$ cat config.mk
export PLATFORM = sky130hd
export DESIGN_NAME = mem_port_arbiter
export DESIGN_NICKNAME = d
export VERILOG_FILES = /design/src/rtl/mem_port_arbiter.sv
export SDC_FILE = /design/constraint.sdc
export NUM_CORES = 1
export LEC_CHECK = 0
export ABC_AREA = 1
export CORE_MARGIN = 2
export CORE_UTILIZATION = 38
export CTS_CLUSTER_DIAMETER = 50
export DETAILED_ROUTE_END_ITERATION = 8
export PLACE_DENSITY = 0.86
export SYNTH_ARGS = -nofsm -noshare
export SYNTH_HDL_FRONTEND = slang
export SYNTH_SLANG_ARGS = --single-unit
$ cat constraint.sdc
create_clock -name clk -period 2.3 [get_ports clk]
set_input_delay 0.345 -clock clk [delete_from_list [all_inputs] [get_ports clk]]
set_output_delay 0.345 -clock clk [all_outputs]
set_load 0.01 [all_outputs]
$ cat src/rtl/mem_port_arbiter.sv
// Arbitrates the single-ported unified memory between instruction fetch and data access.
// Optional MEM_ARB_STATS_EN adds a saturating fetch-conflict cycle counter (conflict_cnt).
module mem_port_arbiter #(
  parameter int ADDR_W  = 16,
  parameter int DATA_W  = 16,
  parameter int MEM_LAT = 2
) (
  input  logic              clk,
  input  logic              rst,
  input  logic              halt,
  input  logic              if_req,
  input  logic [ADDR_W-1:0] if_addr,
  output logic [DATA_W-1:0] if_rdata,
  output logic              if_valid,
  output logic              if_stall,
  input  logic              dm_re,
  input  logic              dm_we,
  input  logic [ADDR_W-1:0] dm_addr,
  input  logic [DATA_W-1:0] dm_wdata,
  output logic [DATA_W-1:0] dm_rdata,
  output logic              dm_valid,
  output logic              dm_stall,
  output logic              mem_en,
  output logic              mem_we,
  output logic [ADDR_W-1:0] mem_addr,
  output logic [DATA_W-1:0] mem_wdata,
  input  logic [DATA_W-1:0] mem_rdata,
  output logic              busy
`ifdef MEM_ARB_STATS_EN
  ,
  output logic [15:0]       conflict_cnt
`endif
);

  // Handshake: requesters hold req and operands stable until their valid pulse;
  // valid is a single-cycle completion strobe, and stall = request && !valid.

  typedef enum logic [1:0] {
    IDLE    = 2'd0,
    BUSY_DM = 2'd1,
    BUSY_IF = 2'd2
  } state_t;

  localparam logic [3:0] LAT_INIT = 4'(MEM_LAT);

  state_t            state_q, state_d;
  logic [3:0]        cnt_q, cnt_d;
  logic [ADDR_W-1:0] addr_q, addr_d;
  logic [DATA_W-1:0] wdata_q, wdata_d;
  logic              we_q, we_d;
  logic              resp;

  always_ff @(posedge clk) begin
    if (rst) begin
      state_q <= IDLE;
      cnt_q   <= '0;
      addr_q  <= '0;
      wdata_q <= '0;
      we_q    <= 1'b0;
    end else begin
      state_q <= state_d;
      cnt_q   <= cnt_d;
      addr_q  <= addr_d;
      wdata_q <= wdata_d;
      we_q    <= we_d;
    end
  end

  always_comb begin
    state_d = state_q;
    cnt_d   = cnt_q;
    addr_d  = addr_q;
    wdata_d = wdata_q;
    we_d    = we_q;
    case (state_q)
      IDLE: begin
        // Data side wins; a simultaneous read+write is handled as a write.
        if (dm_re || dm_we) begin
          state_d = BUSY_DM;
          addr_d  = dm_addr;
          wdata_d = dm_wdata;
          we_d    = dm_we;
          cnt_d   = LAT_INIT;
        end else if (if_req && !halt) begin
          state_d = BUSY_IF;
          addr_d  = if_addr;
          wdata_d = '0;
          we_d    = 1'b0;
          cnt_d   = LAT_INIT;
        end
      end
      BUSY_DM, BUSY_IF: begin
        if (cnt_q == 4'd0) begin
          state_d = IDLE;
        end else begin
          cnt_d = cnt_q - 4'd1;
        end
      end
      default: state_d = IDLE;
    endcase
  end

  // Counter starts at MEM_LAT on the access cycle and hits zero on the response cycle.
  always_comb begin
    busy      = (state_q != IDLE);
    resp      = busy && (cnt_q == 4'd0);
    mem_en    = busy && (cnt_q == LAT_INIT);
    mem_we    = mem_en && we_q;
    mem_addr  = addr_q;
    mem_wdata = wdata_q;
    if_valid  = resp && (state_q == BUSY_IF);
    dm_valid  = resp && (state_q == BUSY_DM);
    if_rdata  = if_valid ? mem_rdata : '0;
    dm_rdata  = (dm_valid && !we_q) ? mem_rdata : '0;
    if_stall  = if_req && !if_valid;
    dm_stall  = (dm_re || dm_we) && !dm_valid;
  end

`ifdef MEM_ARB_STATS_EN
  logic [15:0] conflict_q, conflict_d;

  always_ff @(posedge clk) begin
    if (rst) begin
      conflict_q <= '0;
    end else begin
      conflict_q <= conflict_d;
    end
  end

  always_comb begin
    conflict_d = conflict_q;
    if (if_stall && (state_q == BUSY_DM) && (conflict_q != 16'hFFFF)) begin
      conflict_d = conflict_q + 16'd1;
    end
    conflict_cnt = conflict_q;
  end
`endif

endmodule
== Word-level counts from Yosys, hierarchy flattened ==
Cells that the tools add are included.
Storage, ports and cells
  word-level logic and storage cells: 51
  input port bits: 70
  register bits: 39
Operators by class
  muxes and demuxes: 16
  reductions and logical operators: 23
  add/subtract/negate cells: 1
  equality and inequality tests: 6
Operators with widths (number)
  2-to-1 mux 16 bit: 6
  2-to-1 mux 4 bit: 3
  logical AND 1 bit: 9
  case mux 4 bit (2 select lines): 1
  2-to-1 mux 2 bit: 3
  nonzero test 2 bit: 3
  == test 4 x 2 -> 1 bit, second input constant: 1
  logical NOT 1 bit: 4
  logical NOT 4 bit: 1
  != test 2 bit, second input constant: 2
  case mux 2 bit (2 select lines): 1
  AND reduction 2 bit: 2
  subtractor 4 x 1 -> 4 bit, second input constant: 1
  != test 3 bit, second input constant: 1
  AND reduction 3 bit: 1
  == test 2 x 1 -> 1 bit, second input constant: 1
  == test 2 bit, second input constant: 1
  logical NOT 2 bit: 1
  2-to-1 mux 1 bit: 2
  OR reduction 2 bit: 1
  logical OR 1 bit: 1

== Logic depth before layout (Yosys ltp) ==
  depth in word-level cells: 5
  mapped depth: 8
  mapped depth without buffers: 8

== Worst setup path before layout ==
Ideal clock, no wire load.
  path type: reg-to-output
  from: register state_q[0]
  to: output port dm_rdata[10]
  slack: 463 ps
  buffers on the path: 1
  cell stages (with the launch flop): 9
  arrival: 1492 ps
  data required time: 1955 ps
  cell sequence: dfxtp_1 > inv_1 > ha_1 > inv_2 > nand4_1 > inv_2 > nand2_2 > buf_2 > nor2_1
Between the ends
  word-level cells in the longest chain between the ends: 5
  elaborated cells on any way between the ends: 6
Ends and longest elaborated chain
  from (decl): RTL line 46  | state_t state_q, state_d;
  from (signal assigned): RTL line 61  | state_q <= state_d;
  nonzero test 2 bit: RTL line 105  | busy = (state_q != IDLE);
  net busy: RTL line 28  | output logic busy
  logical AND 1 bit: RTL line 106  | resp = busy && (cnt_q == 4'd0);
  logical AND 1 bit: RTL line 112  | dm_valid = resp && (state_q == BUSY_DM);
  net dm_valid: RTL line 21  | output logic dm_valid,
  logical AND 1 bit: RTL line 114  | dm_rdata = (dm_valid && !we_q) ? mem_rdata : '0;
  2-to-1 mux 16 bit: RTL line 114
  to (decl): RTL line 20  | output logic [DATA_W-1:0] dm_rdata,
The timed path passes the listed nets, and every way through them passes these cells.

== Final worst setup path ==
  from: register state_q[0]
  to: output port dm_valid
Between the ends
  word-level cells in the longest chain between the ends: 3
  elaborated cells on any way between the ends: 4
Ends and longest elaborated chain (RTL line)
  nonzero test 2 bit: 105
  logical AND 1 bit: 106
  logical AND 1 bit *: 112
  to (decl): 21
Every way passes the cells marked *; elsewhere a longest branch is shown, timed or not.

==> flow_metrics.env <==
export IMPL_status="complete, no violations"
export IMPL_die_area_mm2=0.00597
export IMPL_vias=2426
export IMPL_drt_iter0_markers=64
export IMPL_period_needed_ns=2.14
export IMPL_ant_nets=0
export IMPL_core_mm2=0.00514
export IMPL_rrSetupSlack_ns=0.73
export IMPL_portBuffers=140
export IMPL_tritoncts="done"
export IMPL_worst_pin_slew_ns=0.564
export IMPL_reg2reg_from="state_q[0]"
export IMPL_fin_skew_ns=0.00635
export IMPL_layout_commonest_cell="clkdlybuf4s50_1"
export IMPL_crit_fanout=5
export IMPL_grt_overflow_total=0
export IMPL_cellLeakagePower_nw=1.81
export IMPL_cellPowerDensity_mw_per_mm2=952
export IMPL_yosys_warnings=0
export IMPL_drv_slew=0
export IMPL_post_route_drc_count=0
export IMPL_drive_gt1_frac=0.0647
export IMPL_htree_num_levels=2
export IMPL_syn_nets=397
export IMPL_gp_congestion=0.795
export IMPL_rr_worst_depth=9
export IMPL_cp_required_ns=1.96
export IMPL_drv_cap=0
export IMPL_die_height_um=77.2
export IMPL_wl_mm=6.52
export IMPL_slew_headroom=0.623
export IMPL_fin_nets=538
export IMPL_grt_pass1_wl_mm=10.7
export IMPL_endpoint="dm_valid"
export IMPL_syn_inst=322
export IMPL_dp_hpwl_mm=5.12
export IMPL_setup_tns_ns=0
export IMPL_crit_path_end_kind="output pin"
export IMPL_worstReg2RegEnd="mem_wdata[14]"
export IMPL_firstDrtPassIters=4
export IMPL_synth_area_mm2=0.00204
export IMPL_fin_cells=534
export IMPL_layout_worst_path_cycle_share=0.928
export IMPL_yosysUniqueCellTypes=22
export IMPL_max_vdd_ir_drop_mv=0.564
export IMPL_grt_setup_unrepaired="no"
export IMPL_fmax_mhz=468
export IMPL_arrival_ns=1.79
export IMPL_grt_antenna_before_repair=0
export IMPL_hold_viol_final=0
export IMPL_rows=26
export IMPL_hp_class="flop to flop"
export IMPL_clk_pin_slew_ns=0.08
export IMPL_viasPerCell=4.54
export IMPL_cts_root_buf="clkbuf_8"
export IMPL_critPathKind="flop to output pin"
export IMPL_cts_sinks=39
export IMPL_start_util=0.397
export IMPL_wire_per_inst_um=12.2
export IMPL_dieWidth_um=77.2
export IMPL_cts_inserted_buffers=5
export IMPL_nFillCells=454
export IMPL_final_cell_mix="106 x clkdlybuf4s50_1, 105 x nand2_1, 70 x nor2_1"
export IMPL_grt_usage=0.219
export IMPL_grt_pass1_vias=2320
export IMPL_syn_avg_cell_area_um2=6.33
export IMPL_grt_max_degree=23
export IMPL_clk_latency_ns=0.28
export IMPL_cts_post_setup_buffers_inserted=0
export IMPL_area_growth_pct=77.2
export IMPL_crit_start="state_q[0]"
export IMPL_startpoint_type="flop"
export IMPL_clockBufferDepth=2
export IMPL_dp_cells=526
export IMPL_ys_seq_elements=39
export IMPL_setup_viol=0
export IMPL_num_io_pins=141
export IMPL_synth_yosys_seq_area_share=0.383
export IMPL_antenna_cells=0
[power by group]
part           switching (W)  internal (W)  total (W)
combinational        0.00100      0.000891    0.00189
clock               0.000230      0.000273   0.000503
sequential          0.000133      0.000908    0.00104
total                0.00137       0.00207    0.00344
[routing by layer]
| layer | GRT usage | routed length (µm) | vias up |
|---|---|---|---|
| met4 | 0.0625 | 59 | 0 |
| met1 | 0.235 | 2610 | 1066 |
| met3 | 0.0624 | 488 | 6 |
| met2 | 0.412 | 3360 | 94 |
| met5 | 0 | 0 | - |
| li1 | - | - | 1260 |
[worst max-delay path: stages (launching register included)]
cell	delay, ns
dfxtp_2	0.34
inv_1	0.06
ha_2	0.21
inv_2	0.10
nand4_1	0.13
inv_2	0.11
clkdlybuf4s50_1	0.56
[sequential cells by signal, indices dropped and copies added, names as in the netlist]
signal	flops
state_q	2
cnt_q	4
we_q	1
mem_addr	16
mem_wdata	16
[per-stage QoR]
step	power, W	utilization	hold WS [ns]	setup slack [ns]	area (µm²)
after global routing	0.00371	0.703	0.480	0.0577	3610
after CTS	0.00344	0.699	0.466	0.0327	3590
after floorplan	0.00207	-	0.440	0.463	2040
after detailed placement	0.00294	0.684	0.455	0.0638	3510
final	0.00344	0.703	0.461	0.165	3610
after global placement	0.00288	0.684	0.447	0.178	3510
[worst min path at each step]
| stage | from | endpoint | slack, ns | depth (start not counted) |
|---|---|---|---|---|
| after floorplan | we_q | we_q | 0.44 | 2 |
| after global placement | mem_wdata[6] | mem_wdata[6] | 0.45 | 2 |
| after detailed placement | mem_wdata[0] | mem_wdata[0] | 0.45 | 2 |
| after CTS | mem_wdata[0] | mem_wdata[0] | 0.47 | 2 |
| after global routing | mem_wdata[8] | mem_wdata[8] | 0.48 | 2 |
| final | mem_wdata[0] | mem_wdata[0] | 0.46 | 2 |
[final cells by class]
type,instances,area [µm²],area share
repair buffers,147,1440,0.398
multi-input cells,235,1060,0.295
clock inverters,1,7.51,0.00208
clock buffers,7,96.3,0.0267
inverters,35,134,0.0371
flip-flops and latches,39,782,0.217
well taps,70,87.6,0.0243
[what timing repair did]
item	in CTS	in global routing
hold buffers	0	0
setup endpoints to repair	34	2
gates cloned	0	0
resized for setup	36	5
pin swaps	0	0
[cell usage after synthesis]
library cell  number  area (µm²)
nand2_1          105         394
nor2_1            70         263
dfxtp_1           39         781
inv_1             31         116
a21oi_1           24         120
o21ai_1           11        55.1
buf_2              6        30.0
o21ai_0            6        30.0
ha_1               5        62.6
nand3_1            4        20.0
clkbuf_1           3        11.3
inv_2              3        11.3
nor2_4             3        33.8
buf_4              2        15.0
buf_6              2        22.5
nand3_2            2        20.0
a21oi_4            1        16.3
inv_4              1        6.26
nand2_2            1        6.26
nand4_1            1        6.26
nand4_2            1        12.5
nor3_1             1        5.00
[cells by family after synthesis]
group / share of synthesized area
adder cells (fa/ha/maj): 0.0307
AO/OA/AOI/OAI: 0.109
buffers and inverters: 0.104
AND/OR/NAND/NOR: 0.373
flip-flops: 0.383
Power figures use the tool's default switching activity.
